==> config.mk <==
export PLATFORM = sky130hd
export DESIGN_NAME = mem_access
export DESIGN_NICKNAME = d
export VERILOG_FILES = /design/src/rtl/mem_pkg.sv /design/src/rtl/mem_lane.sv /design/src/rtl/mem_access.sv
export SDC_FILE = /design/constraint.sdc
export NUM_CORES = 1
export LEC_CHECK = 0
export BUFFER_PORTS_ARGS = -buffer_cell sky130_fd_sc_hd__buf_2
export CAP_MARGIN = 10
export CORE_ASPECT_RATIO = 0.5
export CORE_MARGIN = 2
export CORE_UTILIZATION = 40
export DETAILED_ROUTE_END_ITERATION = 12
export PLACE_DENSITY = 0.82
export SLEW_MARGIN = 0
export SYNTH_ARGS = -nofsm -noshare
export SYNTH_HDL_FRONTEND = slang
export SYNTH_SLANG_ARGS = --single-unit
==> constraint.sdc <==
create_clock -name clk -period 8.3 [get_ports clk]
set_input_delay 1.66 -clock clk [delete_from_list [all_inputs] [get_ports clk]]
set_output_delay 1.66 -clock clk [all_outputs]
set_load 0.01 [all_outputs]
==> src/rtl/mem_pkg.sv <==
// Shared definitions for the load/store unit: RV32I width codes, FSM states,
// and the request legality rule used at acceptance.
package mem_pkg;

   localparam logic [2:0] F3_B  = 3'b000;
   localparam logic [2:0] F3_H  = 3'b001;
   localparam logic [2:0] F3_W  = 3'b010;
   localparam logic [2:0] F3_BU = 3'b100;
   localparam logic [2:0] F3_HU = 3'b101;

   typedef enum logic {
      ST_IDLE = 1'b0,
      ST_BUSY = 1'b1
   } state_t;

   // Unsigned widths are load-only; halfwords need an even address, words a 4-aligned one.
   function automatic logic req_illegal(input logic       we,
                                        input logic [2:0] funct3,
                                        input logic [1:0] off);
      logic r;
      case (funct3)
         F3_B:    r = 1'b0;
         F3_H:    r = off[0];
         F3_W:    r = (off != 2'b00);
         F3_BU:   r = we;
         F3_HU:   r = we | off[0];
         default: r = 1'b1;
      endcase
      return r;
   endfunction

endpackage

==> src/rtl/mem_lane.sv <==
// Byte-lane steering: extracts and extends a load from the RAM word, and merges
// sub-word store data into the RAM word for read-modify-write.
module mem_lane
   import mem_pkg::*;
(
   input  logic [31:0] i_rd,
   input  logic [1:0]  i_off,
   input  logic [2:0]  i_funct3,
   input  logic [15:0] i_wdata,
   output logic [31:0] o_load,
   output logic [31:0] o_merge
);

   logic [7:0]  w_byte;
   logic [15:0] w_half;

   always_comb begin
      w_byte = 8'(i_rd >> {i_off, 3'b000});
      w_half = i_off[1] ? i_rd[31:16] : i_rd[15:0];
      case (i_funct3)
         F3_B:    o_load = {{24{w_byte[7]}}, w_byte};
         F3_H:    o_load = {{16{w_half[15]}}, w_half};
         F3_BU:   o_load = {24'h0, w_byte};
         F3_HU:   o_load = {16'h0, w_half};
         default: o_load = i_rd;
      endcase
   end

   always_comb begin
      o_merge = i_rd;
      if (i_funct3 == F3_B)
         o_merge[{i_off, 3'b000} +: 8] = i_wdata[7:0];
      else if (i_funct3 == F3_H)
         o_merge[{i_off[1], 4'b0000} +: 16] = i_wdata;
   end

endmodule

==> src/rtl/mem_access.sv <==
// RV32I load/store unit in front of a 1-cycle synchronous word RAM.
// One request per two cycles: accept in IDLE, respond (and RMW-write) in BUSY.
module mem_access
   import mem_pkg::*;
#(
   parameter int SIZE_LOG2 = 13
) (
   input  logic                 clk,
   input  logic                 rst,
   input  logic                 req_valid,
   output logic                 req_ready,
   input  logic                 req_we,
   input  logic [2:0]           req_funct3,
   input  logic [31:0]          req_addr,
   input  logic [31:0]          req_wdata,
   output logic                 rsp_valid,
   output logic [31:0]          rsp_rdata,
   output logic                 rsp_err,
   output logic                 ram_we,
   output logic [SIZE_LOG2-1:0] ram_a,
   output logic [31:0]          ram_wd,
   input  logic [31:0]          ram_rd
);

   state_t               r_state;
   logic [1:0]           r_off;
   logic [2:0]           r_funct3;
   logic                 r_we;
   logic                 r_err;
   logic [15:0]          r_wdata;
   logic [SIZE_LOG2-1:0] r_waddr;

   logic        w_idle;
   logic        w_busy;
   logic        w_accept;
   logic        w_req_err;
   logic        w_rmw;
   logic [31:0] w_load;
   logic [31:0] w_merge;
   logic        w_unused;

   assign w_unused  = ^{req_addr[31:SIZE_LOG2+2]};

   assign w_idle    = (r_state == ST_IDLE);
   // Reset masks BUSY so an interrupted RMW never writes or responds.
   assign w_busy    = (r_state == ST_BUSY) && !rst;
   assign req_ready = w_idle && !rst;
   assign w_accept  = req_valid && req_ready;
   assign w_req_err = req_illegal(req_we, req_funct3, req_addr[1:0]);
   assign w_rmw     = r_we && !r_err && ((r_funct3 == F3_B) || (r_funct3 == F3_H));

   always_ff @(posedge clk) begin
      if (rst)
         r_state <= ST_IDLE;
      else if (w_idle)
         r_state <= w_accept ? ST_BUSY : ST_IDLE;
      else
         r_state <= ST_IDLE;
   end

   always_ff @(posedge clk) begin
      if (w_accept) begin
         r_off    <= req_addr[1:0];
         r_funct3 <= req_funct3;
         r_we     <= req_we;
         r_err    <= w_req_err;
         r_wdata  <= req_wdata[15:0];
         r_waddr  <= req_addr[SIZE_LOG2+1:2];
      end
   end

   mem_lane u_lane (
      .i_rd     (ram_rd),
      .i_off    (r_off),
      .i_funct3 (r_funct3),
      .i_wdata  (r_wdata),
      .o_load   (w_load),
      .o_merge  (w_merge)
   );

   always_comb begin
      ram_a  = w_idle ? req_addr[SIZE_LOG2+1:2] : r_waddr;
      ram_we = 1'b0;
      ram_wd = req_wdata;
      if (w_accept && req_we && !w_req_err && (req_funct3 == F3_W)) begin
         ram_we = 1'b1;
      end else if (w_busy && w_rmw) begin
         ram_we = 1'b1;
         ram_wd = w_merge;
      end
   end

   assign rsp_valid = w_busy;
   assign rsp_err   = w_busy && r_err;
   assign rsp_rdata = (w_busy && !r_we && !r_err) ? w_load : 32'h0;

endmodule

==> metrics.md <==
| Metric | Value |
|---|---|
| Syn nets | `508` |
| Starting Density | `41.1%` |
| Vias/cell | `6.23` |
| Distinct cell type count after synthesis | `48` |
| Port buffer count | `166` |
| Synthesized instance count | `400` |
| Diodes inserted | `0` |
| TritonRoute pass-1 iters | `5` |
| Max Root-Sink Buffers | `2` |
| CTS clock-pin slew for the worst setup and hold paths | `50 ps` |
| PwrDens | `118 nW/µm²` |
| Drt total wl | `12400 µm` |
| Post-CTS setup buffers | `0` |
| Final Power | `533 µW` |
| Status | `completed` |
| Min-delay src | `r_state` |
| Worst vdd ir | `0.124 mV` |
| Avg Inst Size Synth | `8.95 µm²` |
| Cts repair resizes | `0` |
| Share of cells above drive strength 1 | `40.4%` |
| Syn. warnings | `0` |
| Chip Width | `138 µm` |
| Worst reg2reg path startpoint | `r_state` |
| RSZ-0062 raised after global routing | `false` |
| Kind of critical path | `in -> out` |
| Num CTS Buffers | `5` |
| Core Area | `8710 µm²` |
| CP required | `6640 ps` |
| Tightest Hold Check Type | `reg -> reg` |
| Post-DP HPWL | `8930 µm` |
| Arr. time, crit path | `3910 ps` |
| Setup TNS | `0 ps` |
| Wl on met1 | `5160 µm` |
| Nets@finish | `639` |
| Global-route wire length before repair | `18300 µm` |
| Commonest non-fill, non-tap cells in the layout | `buf_2 (166), a221oi_1 (39), edfxtp_1 (36), o21ai_0 (34), nor2b_1 (31)` |
| Vias | `4043` |
| Max-slew headroom | `30.5%` |
| WL per Instance | `19.0 µm` |
| Root Driver | `clkbuf_16` |
| Synth async-reset ratio | `0%` |
| CTS Hold Bufs | `0` |
| Largest net degree at the start of global routing | `56` |
| GRT Total Usage | `23.7%` |
| CTS tree | `yes` |
| Ports | `184` |
| Fillers | `831` |
| Initial antenna violation count | `0` |
| Final period util | `67.1%` |
| Total grt overflow | `0` |
| Critical path startpoint | `rst` |
| Leak | `1.83 nW` |
| Worst-Skew Late Latency | `270 ps` |
| #FFs+latches synth | `37` |
| Die Footprint | `9760 µm²` |
| Predominant post-synthesis flop cell | `edfxtp_1` |
| GPL Wtd Cong | `0.878` |
| Final Max Slew Viols | `0` |
| Max-Cap Viols | `0` |
| Startpoint Class | `input pin` |
| Num rows | `24` |
| CTS sink count | `37` |
| Number of global-route vias before repair | `3566` |
| WL met2 | `5460 µm` |
| Cell Area, Synth | `3580 µm²` |
| FMAX | `179 MHz` |
| Detailed Route Iter0 Violations | `437` |
| Setup-failing EPs final | `0` |
| Slew @ Worst Pin | `1040 ps` |
| Die Y | `70.9 µm` |
| H-tree levels | `2` |
| Tmin final | `5570 ps` |
| Commonest non-fill, non-tap cell in the layout | `buf_2` |
| Met3 routed WL | `1420 µm` |
| Worst-path fanout max | `34` |
| Sequential element share of the synthesized area | `30.8%` |
| Post-synth EDFFs | `36` |
| Crit path capture type | `primary output` |
| Clock Skew | `4.17 ps` |
| Syn-to-layout area delta | `26.6%` |
| Antenna-violating nets left | `0` |
| Hold Violations, Final | `0` |
| Remaining DRCs | `0` |
| DR top layer | `met4` |
critical path, stage by stage:
cell and delay [ps]:
buf_2 130, or3b_1 380, buf_4 250, or2_1 410, buf_4 300, o41ai_1 550, buf_2 220
flip-flops by register name (all words and copies together) (netlist names):
register  count
r_off         2
r_err         1
r_we          1
r_wdata      16
r_waddr      13
r_funct3      3
r_state       1
per-stage QoR:
stage | setup slack (ps) | area (µm²) | hold WS, ps | util, % | instances
after floorplan | 1670 | 3580 | 881 | - | 400
after global placement | 2820 | 4390 | 818 | 50.4 | 640
after detailed placement | 2810 | 4390 | 842 | 50.4 | 640
after CTS | 2800 | 4530 | 856 | 52.0 | 648
after global routing | 2720 | 4530 | 925 | 52.0 | 649
final | 2730 | 4530 | 836 | 52.0 | 649
cell type report:
cell class	instances	area, µm²	area share [%]
clock buffer	6	129	2.84
clock inverter	2	10.0	0.221
inverter	14	52.6	1.16
multi-input combinational	300	2210	48.8
sequential	37	1100	24.3
tap	117	146	3.23
timing repair buffer	173	881	19.4
cells in the mapped netlist (7+ instances only):
master / instances / area [µm²]
a21oi_1: 10 / 50.1
nor2b_1: 31 / 194
o21a_1: 7 / 52.6
buf_2: 10 / 50.1
nor3b_1: 9 / 67.6
edfxtp_1: 36 / 1080
nor2_1: 22 / 82.6
mux2_2: 21 / 236
nor3_1: 24 / 120
o32ai_1: 7 / 61.3
o31ai_1: 23 / 173
buf_1: 7 / 26.3
o21ai_0: 34 / 170
clkbuf_1: 28 / 105
a221oi_1: 39 / 342
a211oi_1: 8 / 60.1
o22ai_1: 15 / 93.8
nor4b_1: 7 / 61.3
inv_1: 14 / 52.6
where the power goes:
| part | total (mW) | leakage [nW] | switching (mW) | internal (mW) |
|---|---|---|---|---|
| sequential | 0.224 | 0.343 | 0.00877 | 0.215 |
| clock | 0.177 | 0.0706 | 0.0665 | 0.110 |
| combinational | 0.133 | 1.41 | 0.0771 | 0.0563 |
layer usage:
layer	vias to the layer above	global-route usage, %
met2	268	34.9
li1	1858	-
met4	0	7.60
met1	1886	34.5
met3	31	5.30
met5	-	0
logic make-up (layout without fill, tap and decap cells):
| kind of cell | count (synthesis) | after routing | share of synthesized area, % |
|---|---|---|---|
| AOI/OAI and AO/OA | 158 | 158 | 33.3 |
| adders and majority gates | 5 | 5 | 1.75 |
| DFF | 37 | 37 | 30.8 |
| muxes | 22 | 22 | 7.24 |
| and+or+nand+nor | 115 | 115 | 19.3 |
| buffers and inverters | 63 | 195 | 7.59 |
path summary, 6_finish.rpt:
check / end / slack [ps] / cells after the start
worst min-delay path: r_state / 840 / 1
worst max-delay path: ram_wd[31] / 2730 / 7
worst min register to register: r_state / 840 / 1
worst max register to register: r_waddr[6] / 6700 / 2
Power figures use the tool's default switching activity.
